==> src/rtl/spi_frame_buffer_pkg.sv <==
// Shared state encoding and length helper for the SPI frame capture/replay buffer.
package spi_frame_pkg;

  typedef enum logic [1:0] {
    ST_FILL  = 2'd0,
    ST_PRIME = 2'd1,
    ST_DRAIN = 2'd2
  } state_t;

  // A frame length of zero or anything past the array size means "use the whole array".
  function automatic int unsigned clampLen(input int unsigned len, input int unsigned depth);
    return ((len == 0) || (len > depth)) ? depth : len;
  endfunction

endpackage

==> src/rtl/spi_frame_buffer_if.sv <==
// Word-level handshake between the SPI receiver, the frame buffer and the SPI transmitter.
interface spi_frame_buffer_if #(
  parameter int DATA_W = 8
);
  logic              rx_valid;
  logic [DATA_W-1:0] rx_data;
  logic              tx_req;
  logic [DATA_W-1:0] tx_data;
  logic              tx_valid;

  modport master (
    output rx_valid, rx_data, tx_req,
    input  tx_data, tx_valid
  );

  modport slave (
    input  rx_valid, rx_data, tx_req,
    output tx_data, tx_valid
  );
endinterface

==> src/rtl/spi_frame_mem.sv <==
// Simple dual-port word array: synchronous write, registered read with enable.
module spi_frame_mem #(
  parameter int DATA_W = 8,
  parameter int DEPTH  = 64,
  parameter int AW     = $clog2(DEPTH)
) (
  input  logic              clk,
  input  logic              rst_n,
  input  logic              we,
  input  logic [AW-1:0]     waddr,
  input  logic [DATA_W-1:0] wdata,
  input  logic              re,
  input  logic [AW-1:0]     raddr,
  input  logic              rclr,
  output logic [DATA_W-1:0] rdata
);

  logic [DATA_W-1:0] mem [DEPTH];

  always_ff @(posedge clk) begin
    if (we) mem[waddr] <= wdata;
  end

  // Only the read register is cleared; the array keeps its contents.
  always_ff @(posedge clk or negedge rst_n) begin
    if (!rst_n)    rdata <= '0;
    else if (rclr) rdata <= '0;
    else if (re)   rdata <= mem[raddr];
  end

endmodule

==> src/rtl/spi_frame_buffer.sv <==
// Captures one frame of frame_len SPI words, then replays it word by word to the transmitter.
module spi_frame_buffer
  import spi_frame_pkg::*;
#(
  parameter int DATA_W = 8,
  parameter int DEPTH  = 64,
  parameter int LEN_W  = $clog2(DEPTH+1)
) (
  input  logic             clk,
  input  logic             rst_n,
  input  logic             clear,
  input  logic [LEN_W-1:0] frame_len,
  spi_frame_buffer_if.slave bus,
  output logic             frame_full,
  output logic             frame_sent,
  output logic             overflow,
  output logic             underflow,
  output logic [1:0]       state
);

  localparam int PTR_W = $clog2(DEPTH);

  state_t            stateQ, stateD;
  logic [PTR_W-1:0]  wrPtrQ, wrPtrD, rdPtrQ, rdPtrD;
  logic [LEN_W-1:0]  lenQ, lenD, lenIn, lenEff, lastIdx;
  logic              loadLenQ;
  logic              txValidQ, txValidD, fullQ, fullD, sentQ, sentD;
  logic              ovfQ, ovfD, udfQ, udfD;
  logic              memWe, memRe, rdClr;
  logic [PTR_W-1:0]  memRaddr;

  assign lenIn   = LEN_W'(clampLen(32'(frame_len), DEPTH));
  // First cycle after reset release uses the freshly sampled length directly.
  assign lenEff  = loadLenQ ? lenIn : lenQ;
  assign lastIdx = lenEff - LEN_W'(1);

  always_ff @(posedge clk or negedge rst_n) begin
    if (!rst_n) stateQ <= ST_FILL;
    else        stateQ <= stateD;
  end

  always_comb begin
    stateD   = stateQ;
    wrPtrD   = wrPtrQ;
    rdPtrD   = rdPtrQ;
    lenD     = loadLenQ ? lenIn : lenQ;
    txValidD = txValidQ;
    fullD    = 1'b0;
    sentD    = 1'b0;
    ovfD     = ovfQ;
    udfD     = udfQ;
    memWe    = 1'b0;
    memRe    = 1'b0;
    memRaddr = rdPtrQ + PTR_W'(1);
    rdClr    = 1'b0;
    if (clear) begin
      stateD   = ST_FILL;
      wrPtrD   = '0;
      rdPtrD   = '0;
      lenD     = lenIn;
      txValidD = 1'b0;
      ovfD     = 1'b0;
      udfD     = 1'b0;
      rdClr    = 1'b1;
    end else begin
      case (stateQ)
        ST_FILL: begin
          if (bus.tx_req) udfD = 1'b1;
          if (bus.rx_valid) begin
            memWe = 1'b1;
            if (LEN_W'(wrPtrQ) == lastIdx) begin
              wrPtrD = '0;
              fullD  = 1'b1;
              stateD = ST_PRIME;
            end else begin
              wrPtrD = wrPtrQ + PTR_W'(1);
            end
          end
        end
        ST_PRIME: begin
          if (bus.tx_req)   udfD = 1'b1;
          if (bus.rx_valid) ovfD = 1'b1;
          memRe    = 1'b1;
          memRaddr = '0;
          txValidD = 1'b1;
          rdPtrD   = '0;
          stateD   = ST_DRAIN;
        end
        ST_DRAIN: begin
          if (bus.rx_valid) ovfD = 1'b1;
          if (bus.tx_req) begin
            if (LEN_W'(rdPtrQ) == lastIdx) begin
              txValidD = 1'b0;
              sentD    = 1'b1;
              rdPtrD   = '0;
              lenD     = lenIn;
              stateD   = ST_FILL;
            end else begin
              rdPtrD = rdPtrQ + PTR_W'(1);
              memRe  = 1'b1;
            end
          end
        end
        default: stateD = ST_FILL;
      endcase
    end
  end

  always_ff @(posedge clk or negedge rst_n) begin
    if (!rst_n) begin
      wrPtrQ   <= '0;
      rdPtrQ   <= '0;
      lenQ     <= LEN_W'(DEPTH);
      loadLenQ <= 1'b1;
      txValidQ <= 1'b0;
      fullQ    <= 1'b0;
      sentQ    <= 1'b0;
      ovfQ     <= 1'b0;
      udfQ     <= 1'b0;
    end else begin
      wrPtrQ   <= wrPtrD;
      rdPtrQ   <= rdPtrD;
      lenQ     <= lenD;
      loadLenQ <= 1'b0;
      txValidQ <= txValidD;
      fullQ    <= fullD;
      sentQ    <= sentD;
      ovfQ     <= ovfD;
      udfQ     <= udfD;
    end
  end

  spi_frame_mem #(
    .DATA_W (DATA_W),
    .DEPTH  (DEPTH)
  ) uMem (
    .clk   (clk),
    .rst_n (rst_n),
    .we    (memWe),
    .waddr (wrPtrQ),
    .wdata (bus.rx_data),
    .re    (memRe),
    .raddr (memRaddr),
    .rclr  (rdClr),
    .rdata (bus.tx_data)
  );

  assign bus.tx_valid = txValidQ;
  assign frame_full   = fullQ;
  assign frame_sent   = sentQ;
  assign overflow     = ovfQ;
  assign underflow    = udfQ;
  assign state        = stateQ;

endmodule

==> src/flat_wrapper.sv <==
// flat-port wrapper written by rule: the top's interface ports become plain ports
module spi_frame_buffer_flat import spi_frame_pkg::*;
#(
  parameter int DATA_W = 8,
  parameter int DEPTH  = 64,
  parameter int LEN_W  = $clog2(DEPTH+1)
)
  (clk, rst_n, clear, frame_len, frame_full, frame_sent, overflow, underflow, state, bus_rx_valid, bus_rx_data, bus_tx_req, bus_tx_data, bus_tx_valid);
  spi_frame_buffer_if #(.DATA_W(DATA_W)) bus_i ();
  input  logic clk;
  input  logic rst_n;
  input  logic clear;
  input  logic [LEN_W-1:0] frame_len;
  output logic frame_full;
  output logic frame_sent;
  output logic overflow;
  output logic underflow;
  output logic [1:0] state;
  input wire logic [$bits(bus_i.rx_valid)-1:0] bus_rx_valid;
  input wire logic [$bits(bus_i.rx_data)-1:0] bus_rx_data;
  input wire logic [$bits(bus_i.tx_req)-1:0] bus_tx_req;
  output wire logic [$bits(bus_i.tx_data)-1:0] bus_tx_data;
  output wire logic [$bits(bus_i.tx_valid)-1:0] bus_tx_valid;
  assign bus_i.rx_valid = bus_rx_valid;
  assign bus_i.rx_data = bus_rx_data;
  assign bus_i.tx_req = bus_tx_req;
  assign bus_tx_data = bus_i.tx_data;
  assign bus_tx_valid = bus_i.tx_valid;
  spi_frame_buffer #(.DATA_W(DATA_W), .DEPTH(DEPTH), .LEN_W(LEN_W)) u_core (.clk(clk), .rst_n(rst_n), .clear(clear), .frame_len(frame_len), .bus(bus_i), .frame_full(frame_full), .frame_sent(frame_sent), .overflow(overflow), .underflow(underflow), .state(state));
endmodule
==> config.mk <==
export PLATFORM = sky130hd
export DESIGN_NAME = spi_frame_buffer_flat
export DESIGN_NICKNAME = d
export VERILOG_FILES = /design/src/rtl/spi_frame_buffer_pkg.sv /design/src/rtl/spi_frame_buffer_if.sv /design/src/rtl/spi_frame_mem.sv /design/src/rtl/spi_frame_buffer.sv /design/src/flat_wrapper.sv
export SDC_FILE = /design/constraint.sdc
export NUM_CORES = 1
export LEC_CHECK = 0
export ABC_AREA = 1
export CORE_ASPECT_RATIO = 2
export CORE_MARGIN = 2
export CORE_UTILIZATION = 44
export CTS_BUF_LIST = sky130_fd_sc_hd__clkbuf_8
export DETAILED_ROUTE_END_ITERATION = 8
export PLACE_DENSITY_LB_ADDON = 0.25
export SKIP_LAST_GASP = 1
export SLEW_MARGIN = 40
export SYNTH_ARGS = -nofsm -noshare
export SYNTH_HDL_FRONTEND = slang
export SYNTH_SLANG_ARGS = --single-unit
export TNS_END_PERCENT = 10
==> constraint.sdc <==
create_clock -name clk -period 2.9 [get_ports clk]
set_clock_uncertainty 0.2 [all_clocks]
set_input_delay 0.725 -clock clk [delete_from_list [all_inputs] [get_ports clk]]
set_output_delay 0.725 -clock clk [all_outputs]
set_load 0.02 [all_outputs]
== Word-level counts from Yosys, hierarchy flattened ==
Memories as Yosys holds them, arrays and structs flattened.
Index checks and enable logic that the tools add are counted.
Storage, ports and cells
  register bits: 35
  bits in writable memories: 512
  bits of input ports: 20
  output and inout port bits: 15
  logic and storage cells: 94
  memories kept: 1
Operators by class
  add/sub/neg operators: 3
  $lt $le $gt $ge: 1
  equality and inequality tests: 8
  mux-type cells: 52
  reductions and logical operators: 18
Memory list
  u_core.uMem.mem: depth 64, width 8, rd ports 1, clocked after memory_dff 0, wr ports 1, line spi_frame_mem.sv:18  | logic [DATA_W-1:0] mem [DEPTH];
Operators by type and width (number)
  2-to-1 mux 6 bit: 9
  2-to-1 mux 7 bit: 6
  2-to-1 mux 1 bit: 26
  2-to-1 mux 8 bit: 2
  == test 6 x 7 -> 1 bit: 2
  adder 6 x 1 -> 6 bit (second input constant): 2
  one-hot mux 6 bit (2 select lines): 1
  nonzero test 2 bit: 6
  2-to-1 mux 2 bit: 5
  AND reduction 2 bit: 4
  > comparator 7 bit (second input constant): 1
  logical NOT 7 bit: 1
  subtractor 7 x 1 -> 7 bit (second input constant): 1
  != test 3 x 2 -> 1 bit (second input constant): 2
  != test 3 bit (second input constant): 2
  one-hot mux 2 bit (3 select lines): 1
  one-hot mux 1 bit (2 select lines): 2
  AND reduction 4 bit: 1
  OR reduction 2 bit: 2
  AND reduction 3 bit: 1
  nonzero test 3 bit: 1
  == test 2 x 1 -> 1 bit (second input constant): 1
  == test 2 bit (second input constant): 1
  logical NOT 2 bit: 1
  logical OR 1 bit: 1

== Longest topological paths before layout ==
Gate-level depths: netlist of the first run.
  depth after elaboration: 12
  mapped depth: 19
  depth with buffers taken out: 18

== By module ==
A second synthesis of the first run with hierarchy kept.
Unflattened totals
  cell total of the unflattened synthesis: 2124
  area, all modules: 23441.2 sq um
Modules (own cells, without submodules)
  spi_frame_mem: times used 1, cells each 1831, area an instance 21405.5 sq um, seq. area each 15574.9 sq um
  spi_frame_buffer: times used 1, cells each 293, area an instance 2035.7 sq um, seq. area each 678.2 sq um

== Least setup slack after synthesis of the first run ==
No wires, ideal clock.
  path type: input -> register
  start point: in clear
  end point: mem u_core.uMem.mem[32][0] (enable)
  library setup time: 0.395 ns
  arrival: 2.389 ns
  data required time: 2.305 ns
  setup slack: -0.084 ns
  cell stages on the path: 5
  buffers on the path: 2
  cells stage by stage: buf_4 -> nor2_1 -> clkbuf_1 -> nand3_1 -> nor4_1
On the way
  cells in the longest elaborated chain, start to end: 3
RTL lines
  start: declaration: line flat_wrapper.sv:12  | input logic clear;
  2-to-1 mux 1 bit: line spi_frame_buffer.sv:56  | if (clear) begin
  2-to-1 mux 1 bit: line spi_frame_mem.sv:21  | if (we) mem[waddr] <= wdata;
  2-to-1 mux 1 bit (implied by the code): line spi_frame_mem.sv:21
  end: declaration: line spi_frame_mem.sv:18
Every way passes these cells.

== Worst setup path after layout of the first run ==
  start point: reg u_core.rdPtrQ[0]
  end point: reg u_core.uMem.rdata[3]
On the way
  cells in the longest elaborated chain, start to end: 6
  elaborated cells between the ends (all ways): 12
  those cells by class: 1 x add/sub; 1 x eq/ne; 8 x mux; 1 x reduce/logical; 1 x memory
RTL lines
  start: declaration: line spi_frame_buffer.sv:24  | logic [PTR_W-1:0] wrPtrQ, wrPtrD, rdPtrQ, rdPtrD;
  start signal: assignment: line spi_frame_buffer.sv:122  | rdPtrQ <= rdPtrD;
  adder 6 x 1 -> 6 bit / == test 6 x 7 -> 1 bit (equally long branches): line spi_frame_buffer.sv:54, spi_frame_buffer.sv:92
  2-to-1 mux 6 bit / 2-to-1 mux 1 bit (equally long branches): line spi_frame_buffer.sv:66, spi_frame_buffer.sv:92
  2-to-1 mux 6 bit / 2-to-1 mux 1 bit (equally long branches): line spi_frame_buffer.sv:56, spi_frame_buffer.sv:91
  memory (64 x 8 bit) / one-hot mux 1 bit (2 select lines) (equally long branches)
  2-to-1 mux 8 bit / 2-to-1 mux 1 bit (equally long branches): line spi_frame_mem.sv:28, spi_frame_buffer.sv:56
  2-to-1 mux 8 bit / nonzero test 2 bit (equally long branches)
  end signal: assignment: line spi_frame_mem.sv:28  | else if (re) rdata <= mem[raddr];
  end: declaration: line spi_frame_mem.sv:15  | output logic [DATA_W-1:0] rdata
Several ways; a longest one is shown, not always the timed one. The select of a mux whose other input is x is not followed.
A chain may end at the register's enable or synchronous reset.

==> flow_summary.json, run 1 <==
{
  "outcome": "completed",
  "fp.dieArea_um2": 55600,
  "port_buffers": 34,
  "drc": 0,
  "dieWidth_um": 168,
  "via_per_inst": 5.53,
  "cp.arrival_ps": 3210,
  "hold_ws_ps": 300,
  "clkPwrFrac": 0.282,
  "slew_viol_final": 0,
  "slew_headroom": 0.557,
  "avgRoutedWirePerCell_um": 22.1,
  "cp_max_fo": 21,
  "dp_hpwl_um": 45200,
  "yosysWarnings": 0,
  "rsz0062_at_grt": "false",
  "path_clk_slew_ps": 70,
  "path_class": "register to register",
  "synth_fp_nets": 2175,
  "vias": 17057,
  "first_pass_iters": 5,
  "max_freq_mhz": 356,
  "grt_pass1_vias": 17535,
  "fin_cells": 3083,
  "switching_power_mw": 6.80,
  "finalHoldViolCount": 0,
  "p_leak_nw": 10.5,
  "grt_pass1_wl_um": 103000,
  "gr-usage-all-layers": 0.246,
  "routabilityCongestion": 0.940,
  "max_stage_delay_ps": 400,
  "first_iter_violations": 1299,
  "ys_ff_latch": 547,
  "p_int_mw": 13.4,
  "postSynthCellCount": 2148,
  "finalPower_mw": 20.2,
  "synth.distinct_cells": 43,
  "ys_seq_area_frac": 0.689,
  "setup_violations": 0,
  "start_kind": "register",
  "numPlacedInstances": 2946,
  "pwr-share-seq": 0.436,
  "nFillCells": 4634,
  "nets": 2379,
  "num_io_pins": 35,
  "grt_max_degree": 75,
  "post_cts.repair.setup_buffers": 0,
  "synthesis.area_um2": 23600,
  "ant_nets": 0,
  "area_growth_pct": 17.3,
  "fp.dieH_um": 331,
  "clk_path_buf_depth": 3,
  "crit_top_cell": "nand2_1",
  "fin_area_um2": 27700,
  "cp.required_ps": 3300,
  "cts_root_buffer": "clkbuf_8",
  "rows": 120,
  "synth_area_per_cell_um2": 11.0,
  "placed_area_um2": 26200,
  "pre_cts_ws_ps": -479,
  "htree_levels": 3,
  "initial_utilization": 0.443,
  "crit_family": "simple AND/OR/NAND/NOR gates",
  "path_buf_inv": 3,
  "p_per_area_nw_per_um2": 731,
  "peakVddDrop_uv": 317,
  "holdCritPathClass": "register to register",
  "cts_buffers": 73,
  "coreArea_um2": 53300,
  "drive_gt1_frac": 0.157,
  "antenna_found_initial": 1,
  "worst_skew_pair.late_latency_ps": 690,
  "switching_share": 0.336,
  "crit_chain": "ha_1 -> nand2_1 -> inv_1 -> nor2_2 -> nand2_2 -> clkinv_1 -> buf_12 -> nand3_1 -> nand3_1 -> nand2_1 -> nand2_1 -> nand3_1 -> nand2_1 -> nand4_1 -> nand2_1",
  "setup.worst_path.end_class": "register",
  "drv_cap": 0,
  "tns_ps": 0,
  "timing.final.crit_period_ps": 2810,
  "gr-total-overflow": 0,
  "cts.sinks": 547,
  "cts_tree": "yes",
  "finalCritPeriodShare": 0.967,
  "p_comb_frac": 0.282,
  "worst_pin_slew_ps": 665,
  "slowest_stage": "dfrtp_1",
  "routed_wl_um": 68000,
  "fin_ws_ps": 94.3,
  "fin_util": 0.519
}
==> registers in the layout (all words and copies together), names as in the netlist <==
name,count
u_core.underflow,1
u_core.overflow,1
u_core.bus.tx_valid,1
u_core.wrPtrQ,6
u_core.loadLenQ,1
u_core.frame_full,1
u_core.uMem.mem,512
u_core.lenQ,7
u_core.state,2
u_core.uMem.rdata,8
u_core.frame_sent,1
u_core.rdPtrQ,6
==> cells by family after synthesis <==
| group | Yosys count | synth area share |
|---|---|---|
| DFF | 547 | 0.689 |
| buffers and inverters | 190 | 0.0356 |
| and+or+nand+nor | 1333 | 0.255 |
| AOI/OAI and AO/OA | 63 | 0.0144 |
| other | 1 | 0.000159 |
| adders and majority gates | 7 | 0.00371 |
| xor gates and xnor gates | 7 | 0.00260 |
==> per-layer routing <==
metal	vias up	global-route usage	part of all wire
met1	8253	0.255	0.35
met4	0	0.180	0.077
met5	-	0	0
met2	604	0.447	0.53
met3	222	0.0369	0.051
li1	7978	-	-
==> Yosys cell counts (all sizes together) <==
master / n / area, µm²
nand2: 604 / 2360
nand3: 590 / 3000
edfxtp: 512 / 15400
nor2: 112 / 467
buf: 73 / 392
inv: 66 / 253
clkbuf: 47 / 180
a21oi: 36 / 180
dfrtp: 33 / 826
o21ai: 18 / 93.8
nand4: 11 / 68.8
nand3b: 9 / 71.3
ha: 7 / 87.6
xor2: 7 / 61.3
clkinv: 4 / 15.0
or2: 4 / 25.0
o211ai: 3 / 22.5
dfstp: 2 / 52.6
nor4: 2 / 12.5
o22ai: 2 / 12.5
o31ai: 2 / 15.0
a22oi: 1 / 7.51
conb: 1 / 3.75
nor3: 1 / 5.00
o21bai: 1 / 7.51
==> cell usage in the layout (no fill, tap or decap), drive strengths merged, types with 11 or more instances in the layout <==
cell type	count
o21ai	18
dfrtp	33
nand3	590
clkdlybuf4s50	25
clkbuf	74
nor2	112
buf	222
a21oi	36
clkinv	40
edfxtp	512
nand2	604
nand4	11
inv	85
==> final cells by class <==
| type | instances | area [µm²] | share of cell area |
|---|---|---|---|
| Multi-Input combinational cell | 1411 | 6540 | 0.236 |
| Antenna cell | 1 | 2.50 | 0.0000904 |
| Clock buffer | 73 | 1000 | 0.0363 |
| Inverter | 70 | 273 | 0.00985 |
| Timing Repair Buffer | 249 | 2370 | 0.0858 |
| Tap cell | 671 | 840 | 0.0303 |
| Clock inverter | 61 | 399 | 0.0144 |
| Sequential cell | 547 | 16300 | 0.587 |
==> power by group through the flow <==
stage	Clock (mW)	Combinational, mW	Sequential (mW)
final	5.70	5.72	8.82
after global routing	6.10	6.24	8.83
after CTS	5.81	5.65	8.82
after detailed placement	0	5.63	8.99
after global placement	0	5.57	8.98
after floorplan	0	3.22	9.05
==> final timing paths <==
check,endpoint,cells after the start,slack (ps),from
worst max-delay path,u_core.uMem.rdata[3],15,90,u_core.rdPtrQ[0]
min in group asynchronous,u_core.lenQ[0],2,360,rst_n
max in group asynchronous,u_core.lenQ[6],2,1770,rst_n
worst min-delay path,u_core.overflow,2,300,u_core.overflow
worst min register to register,u_core.overflow,2,300,u_core.overflow
worst max register to register,u_core.uMem.rdata[3],15,90,u_core.rdPtrQ[0]
==> timing repair <==
action,CTS,global route
setup endpoints to repair,3,12
gates resized for setup,1,5
hold buffers,1,0
hold endpoints to repair,33,0
cloned,0,1
==> worst register-to-register path, cell delays in order (launching register included) <==
cell      delay, ps
dfrtp_1         400
ha_1            220
nand2_1          70
inv_1            50
nor2_2          270
nand2_2         140
clkinv_1        100
buf_12          180
nand3_1         120
nand3_1         260
nand2_1         100
nand2_1         130
nand3_1         170
nand2_1         140
nand4_1         110
nand2_1          80
No activity file was read; power rests on OpenSTA's default activity.
==> run 2, diff against run 1 <==
==> constraint.sdc (replaced) <==
create_clock -name clk -period 3.08 [get_ports clk]
set_clock_uncertainty 0.2 [all_clocks]
set_input_delay 0.77 -clock clk [delete_from_list [all_inputs] [get_ports clk]]
set_output_delay 0.77 -clock clk [all_outputs]
set_load 0.02 [all_outputs]
==> flow_summary.json, run 2 (synthesis results as in run 1) <==
{
  "worst_pin_slew_ps": 820,
  "cts_tree": "yes",
  "max_freq_mhz": 354,
  "p_per_area_nw_per_um2": 701,
  "port_buffers": 34,
  "worst_skew_pair.late_latency_ps": 670,
  "finalHoldViolCount": 0,
  "fin_ws_ps": 252,
  "cp_max_fo": 42,
  "nets": 2355,
  "fin_cells": 3057,
  "clk_path_buf_depth": 3,
  "rsz0062_at_grt": "false",
  "fin_util": 0.517,
  "drive_gt1_frac": 0.153,
  "path_class": "register to register",
  "num_io_pins": 35,
  "antenna_found_initial": 1,
  "top_register": "u_core.uMem.mem",
  "fp.dieH_um": 331,
  "coreArea_um2": 53300,
  "routed_wl_um": 66200,
  "timing.rr.end": "u_core.uMem.rdata[3]",
  "clkPwrFrac": 0.299,
  "nFillCells": 4602,
  "gr-total-overflow": 0,
  "grt_pass1_vias": 16867,
  "dp_hpwl_um": 44400,
  "register_area_um2": 16300,
  "switching_power_mw": 6.28,
  "path_clk_slew_ps": 70,
  "cp.required_ps": 3420,
  "cp.arrival_ps": 3170,
  "reg2reg_from": "u_core.state[1]",
  "drv_cap": 0,
  "cts_buffers": 74,
  "dieWidth_um": 168,
  "p_leak_nw": 10.4,
  "largest_register_ffs": 512,
  "placed_area_um2": 26000,
  "peakVddDrop_uv": 390,
  "ant_nets": 0,
  "grt_max_degree": 66,
  "switching_share": 0.325,
  "p_int_mw": 13.0,
  "first_iter_violations": 1440,
  "area_growth_pct": 16.8,
  "multiInputGateArea_um2": 6520,
  "cts.sinks": 547,
  "tns_ps": 0,
  "rrSetupSlack_ps": 250,
  "hold_depth": 2,
  "layout_common_cells": "nand2_1, nand3_1, edfxtp_1",
  "via_per_inst": 5.54,
  "rows": 120,
  "numPlacedInstances": 2922,
  "holdCritPathClass": "register to register",
  "min_to": "u_core.overflow",
  "finalCritPeriodShare": 0.918,
  "hold_ws_ps": 300,
  "fin_area_um2": 27600,
  "slew_headroom": 0.453,
  "routabilityCongestion": 0.911,
  "drc": 0,
  "timing.final.crit_period_ps": 2830,
  "initial_utilization": 0.443,
  "htree_levels": 3,
  "setup_violations": 0,
  "outcome": "completed",
  "grt_pass1_wl_um": 99600,
  "avgRoutedWirePerCell_um": 21.7,
  "vias": 16935,
  "cts_root_buffer": "clkbuf_8",
  "first_pass_iters": 6,
  "slew_viol_final": 0,
  "fp.dieArea_um2": 55600,
  "rr_worst_depth": 14,
  "setup.worst_path.end_class": "register",
  "layout_commonest_cell": "nand2_1",
  "top_regs": "u_core.uMem.mem (512), u_core.uMem.rdata (8), u_core.lenQ (7)",
  "gr-usage-all-layers": 0.239,
  "post_cts.repair.setup_buffers": 0,
  "p_comb_frac": 0.270,
  "finalPower_mw": 19.3,
  "pre_cts_ws_ps": -268,
  "start_kind": "register",
  "pwr-share-seq": 0.431,
  "hp-start": "u_core.overflow"
}
-- run 2: what timing repair did --
item                                    CTS  global route
hold buffers                              1             0
endpoints found under the setup margin    0             1
hold endpoints to repair                 26             0
gates resized for setup                   0             1
-- run 2: cell type report --
| type | instances | area share |
|---|---|---|
| flip-flops and latches | 547 | 0.590 |
| multi-input cells | 1411 | 0.237 |
| repair buffers | 224 | 0.0772 |
| clock buffers | 81 | 0.0405 |
| well taps | 671 | 0.0305 |
| clock inverters | 52 | 0.0155 |
| inverters | 70 | 0.00990 |
| diodes | 1 | 0.0000908 |
-- run 2: per-layer routing --
layer,global-route usage,routed length (µm),up-vias
met5,0,0,-
li1,-,-,7922
met4,0.157,4580,0
met1,0.255,23100,8184
met2,0.438,35000,646
met3,0.0320,3490,183
-- run 2: worst max-delay path by stage --
stage | start | end | slack [ps] | cells past startpoint
after floorplan | clear | u_core.uMem.mem[32][0] | 50 | 5
after global placement | clear | u_core.uMem.rdata[3] | -220 | 15
after detailed placement | frame_len[6] | u_core.bus.tx_valid | -270 | 16
after CTS | u_core.state[1] | u_core.uMem.rdata[4] | 150 | 16
after global routing | u_core.state[1] | u_core.uMem.rdata[4] | 80 | 15
final | u_core.state[1] | u_core.uMem.rdata[3] | 250 | 14
-- run 2: critical path: stages (launching register included) --
cell	delay (ps)
dfrtp_1	420
inv_1	120
ha_2	300
nand2_8	130
nand2_4	100
buf_12	270
nand3_1	110
nand3_1	90
nand3_1	240
nand2_1	130
nand2_1	120
nand3_1	180
nand2_1	80
nand4_1	110
nand2_1	80
-- run 2: power groups by stage --
| stage | logic (mW) | clock network (mW) | registers, mW |
|---|---|---|---|
| after global routing | 5.68 | 6.15 | 8.33 |
| after floorplan | 3.03 | 0 | 8.52 |
| final | 5.21 | 5.78 | 8.32 |
| after global placement | 5.13 | 0 | 8.48 |
| after detailed placement | 5.18 | 0 | 8.48 |
| after CTS | 5.20 | 5.88 | 8.32 |
==> run 3, diff against run 2 <==
--- a/config.mk
+++ b/config.mk
@@ -11,7 +11,7 @@
 export CORE_UTILIZATION = 44
 export CTS_BUF_LIST = sky130_fd_sc_hd__clkbuf_8
 export DETAILED_ROUTE_END_ITERATION = 8
-export PLACE_DENSITY_LB_ADDON = 0.25
+export PLACE_DENSITY = 0.67
 export SKIP_LAST_GASP = 1
 export SLEW_MARGIN = 40
 export SYNTH_ARGS = -nofsm -noshare
==> flow_summary.json, run 3 (synthesis results as in run 1) <==
{
  "path_clk_slew_ps": 70,
  "layout_commonest_cell": "nand2_1",
  "cts_root_buffer": "clkbuf_8",
  "hold_depth": 2,
  "slew_viol_final": 0,
  "cts.sinks": 547,
  "crit_family": "simple AND/OR/NAND/NOR gates",
  "rrSetupSlack_ps": 90,
  "dp_hpwl_um": 45400,
  "fin_util": 0.515,
  "start_kind": "register",
  "finalCritPeriodShare": 0.972,
  "gr-total-overflow": 0,
  "timing.rr.end": "u_core.uMem.rdata[4]",
  "max_freq_mhz": 334,
  "min_to": "u_core.overflow",
  "worst_skew_pair.late_latency_ps": 660,
  "grt_pass1_wl_um": 102000,
  "clk_path_buf_depth": 3,
  "pwr-share-seq": 0.440,
  "hp-start": "u_core.overflow",
  "drv_cap": 0,
  "gr-usage-all-layers": 0.244,
  "area_growth_pct": 16.4,
  "worst_pin_slew_ps": 840,
  "first_iter_violations": 1432,
  "fp.dieArea_um2": 55600,
  "rr_worst_depth": 15,
  "setup.worst_path.end_class": "register",
  "crit_chain": "inv_1 -> ha_1 -> nand2_8 -> nand2_2 -> clkinv_1 -> buf_12 -> buf_4 -> nand3_1 -> nand2_1 -> nand2_1 -> nand3_1 -> nand3_1 -> nand2_1 -> nand4_1 -> nand2_1",
  "antenna_found_initial": 1,
  "dieWidth_um": 168,
  "top_register": "u_core.uMem.mem",
  "ant_nets": 0,
  "post_cts.repair.setup_buffers": 0,
  "cts_tree": "yes",
  "timing.final.crit_period_ps": 2990,
  "nFillCells": 4625,
  "first_pass_iters": 5,
  "cp.arrival_ps": 3350,
  "grt_pass1_vias": 17632,
  "p_leak_nw": 10.4,
  "holdCritPathClass": "register to register",
  "initial_utilization": 0.443,
  "port_buffers": 34,
  "reg2reg_from": "u_core.state[1]",
  "nets": 2363,
  "fp.dieH_um": 331,
  "rsz0062_at_grt": "false",
  "routed_wl_um": 67700,
  "path_class": "register to register",
  "layout_common_cells": "nand2_1, nand3_1, edfxtp_1",
  "largest_register_ffs": 512,
  "slowest_stage": "dfrtp_1",
  "cp.required_ps": 3430,
  "drc": 0,
  "hold_ws_ps": 307,
  "max_stage_delay_ps": 380,
  "top_regs": "u_core.uMem.mem (512), u_core.uMem.rdata (8), u_core.lenQ (7)",
  "via_per_inst": 5.67,
  "p_per_area_nw_per_um2": 688,
  "slew_headroom": 0.440,
  "num_io_pins": 35,
  "vias": 17357,
  "clkPwrFrac": 0.281,
  "coreArea_um2": 53300,
  "cp_max_fo": 15,
  "tns_ps": 0,
  "finalHoldViolCount": 0,
  "switching_power_mw": 6.34,
  "peakVddDrop_uv": 364,
  "setup_violations": 0,
  "p_int_mw": 12.5,
  "crit_top_cell": "nand2_1",
  "path_buf_inv": 4,
  "avgRoutedWirePerCell_um": 22.1,
  "routabilityCongestion": 0.962,
  "drive_gt1_frac": 0.152,
  "cts_buffers": 71,
  "switching_share": 0.336,
  "rows": 120,
  "htree_levels": 3,
  "outcome": "completed",
  "grt_max_degree": 65,
  "p_comb_frac": 0.278
}
==> run 3: timing repair <==
| item | 4_1_cts | 5_1_grt |
|---|---|---|
| resized for setup | 0 | 1 |
| hold buffers | 1 | 0 |
| hold endpoints to repair | 14 | 0 |
| setup endpoints to repair | 0 | 7 |
==> run 3: through the flow <==
stage | setup slack [ps] | cell area [µm²] | std cells | power, mW
floorplan | 51.0 | 23600 | 2148 | 11.5
global placement | -253 | 26100 | 2933 | 13.6
detailed placement | -332 | 26100 | 2933 | 13.7
CTS | 166 | 27400 | 3062 | 18.9
global route | 12.4 | 27500 | 3063 | 19.7
finish | 85.2 | 27500 | 3063 | 18.9
==> run 3: power by group through the flow <==
| stage | Sequential (mW) | Clock (mW) | Combinational [mW] |
|---|---|---|---|
| global route | 8.32 | 5.66 | 5.69 |
| finish | 8.32 | 5.31 | 5.25 |
| floorplan | 8.52 | 0 | 3.03 |
| CTS | 8.31 | 5.41 | 5.22 |
| global placement | 8.47 | 0 | 5.09 |
| detailed placement | 8.47 | 0 | 5.20 |
==> run 3: routing by layer <==
metal / routed length [µm] / vias to the layer above / GRT usage
li1: - / 7927 / -
met1: 22300 / 8423 / 0.253
met2: 36400 / 774 / 0.451
met3: 4050 / 233 / 0.0315
met4: 4830 / 0 / 0.171
met5: 0 / - / 0
==> run 3: final cells by class <==
type,instances,area (µm²),share of cell area
multi-input combinational,1411,6520,0.237
timing repair buffer,235,2180,0.0796
antenna,1,2.50,0.0000911
tap,671,840,0.0306
clock inverter,57,403,0.0147
clock buffer,71,977,0.0356
sequential,547,16300,0.592
inverter,70,273,0.00994
==> run 3: worst max path at each step <==
stage	from	to	slack, ps	cells past startpoint
5_1_grt	u_core.loadLenQ	u_core.wrPtrQ[3]	10	15
4_1_cts	u_core.loadLenQ	u_core.wrPtrQ[3]	170	15
3_3_place_gp	frame_len[6]	u_core.lenQ[1]	-250	16
3_5_place_dp	frame_len[6]	u_core.wrPtrQ[3]	-330	16
6_report	u_core.state[1]	u_core.uMem.rdata[4]	90	15
2_1_floorplan	clear	u_core.uMem.mem[32][0]	50	5
==> run 3: tightest hold or removal path, delay by kind of cell, from the launching register on <==
family / cells / cell delay, ps
flip-flops: 1 / 350
AND/OR/NAND/NOR: 1 / 80
AO/OA/AOI/OAI: 1 / 40
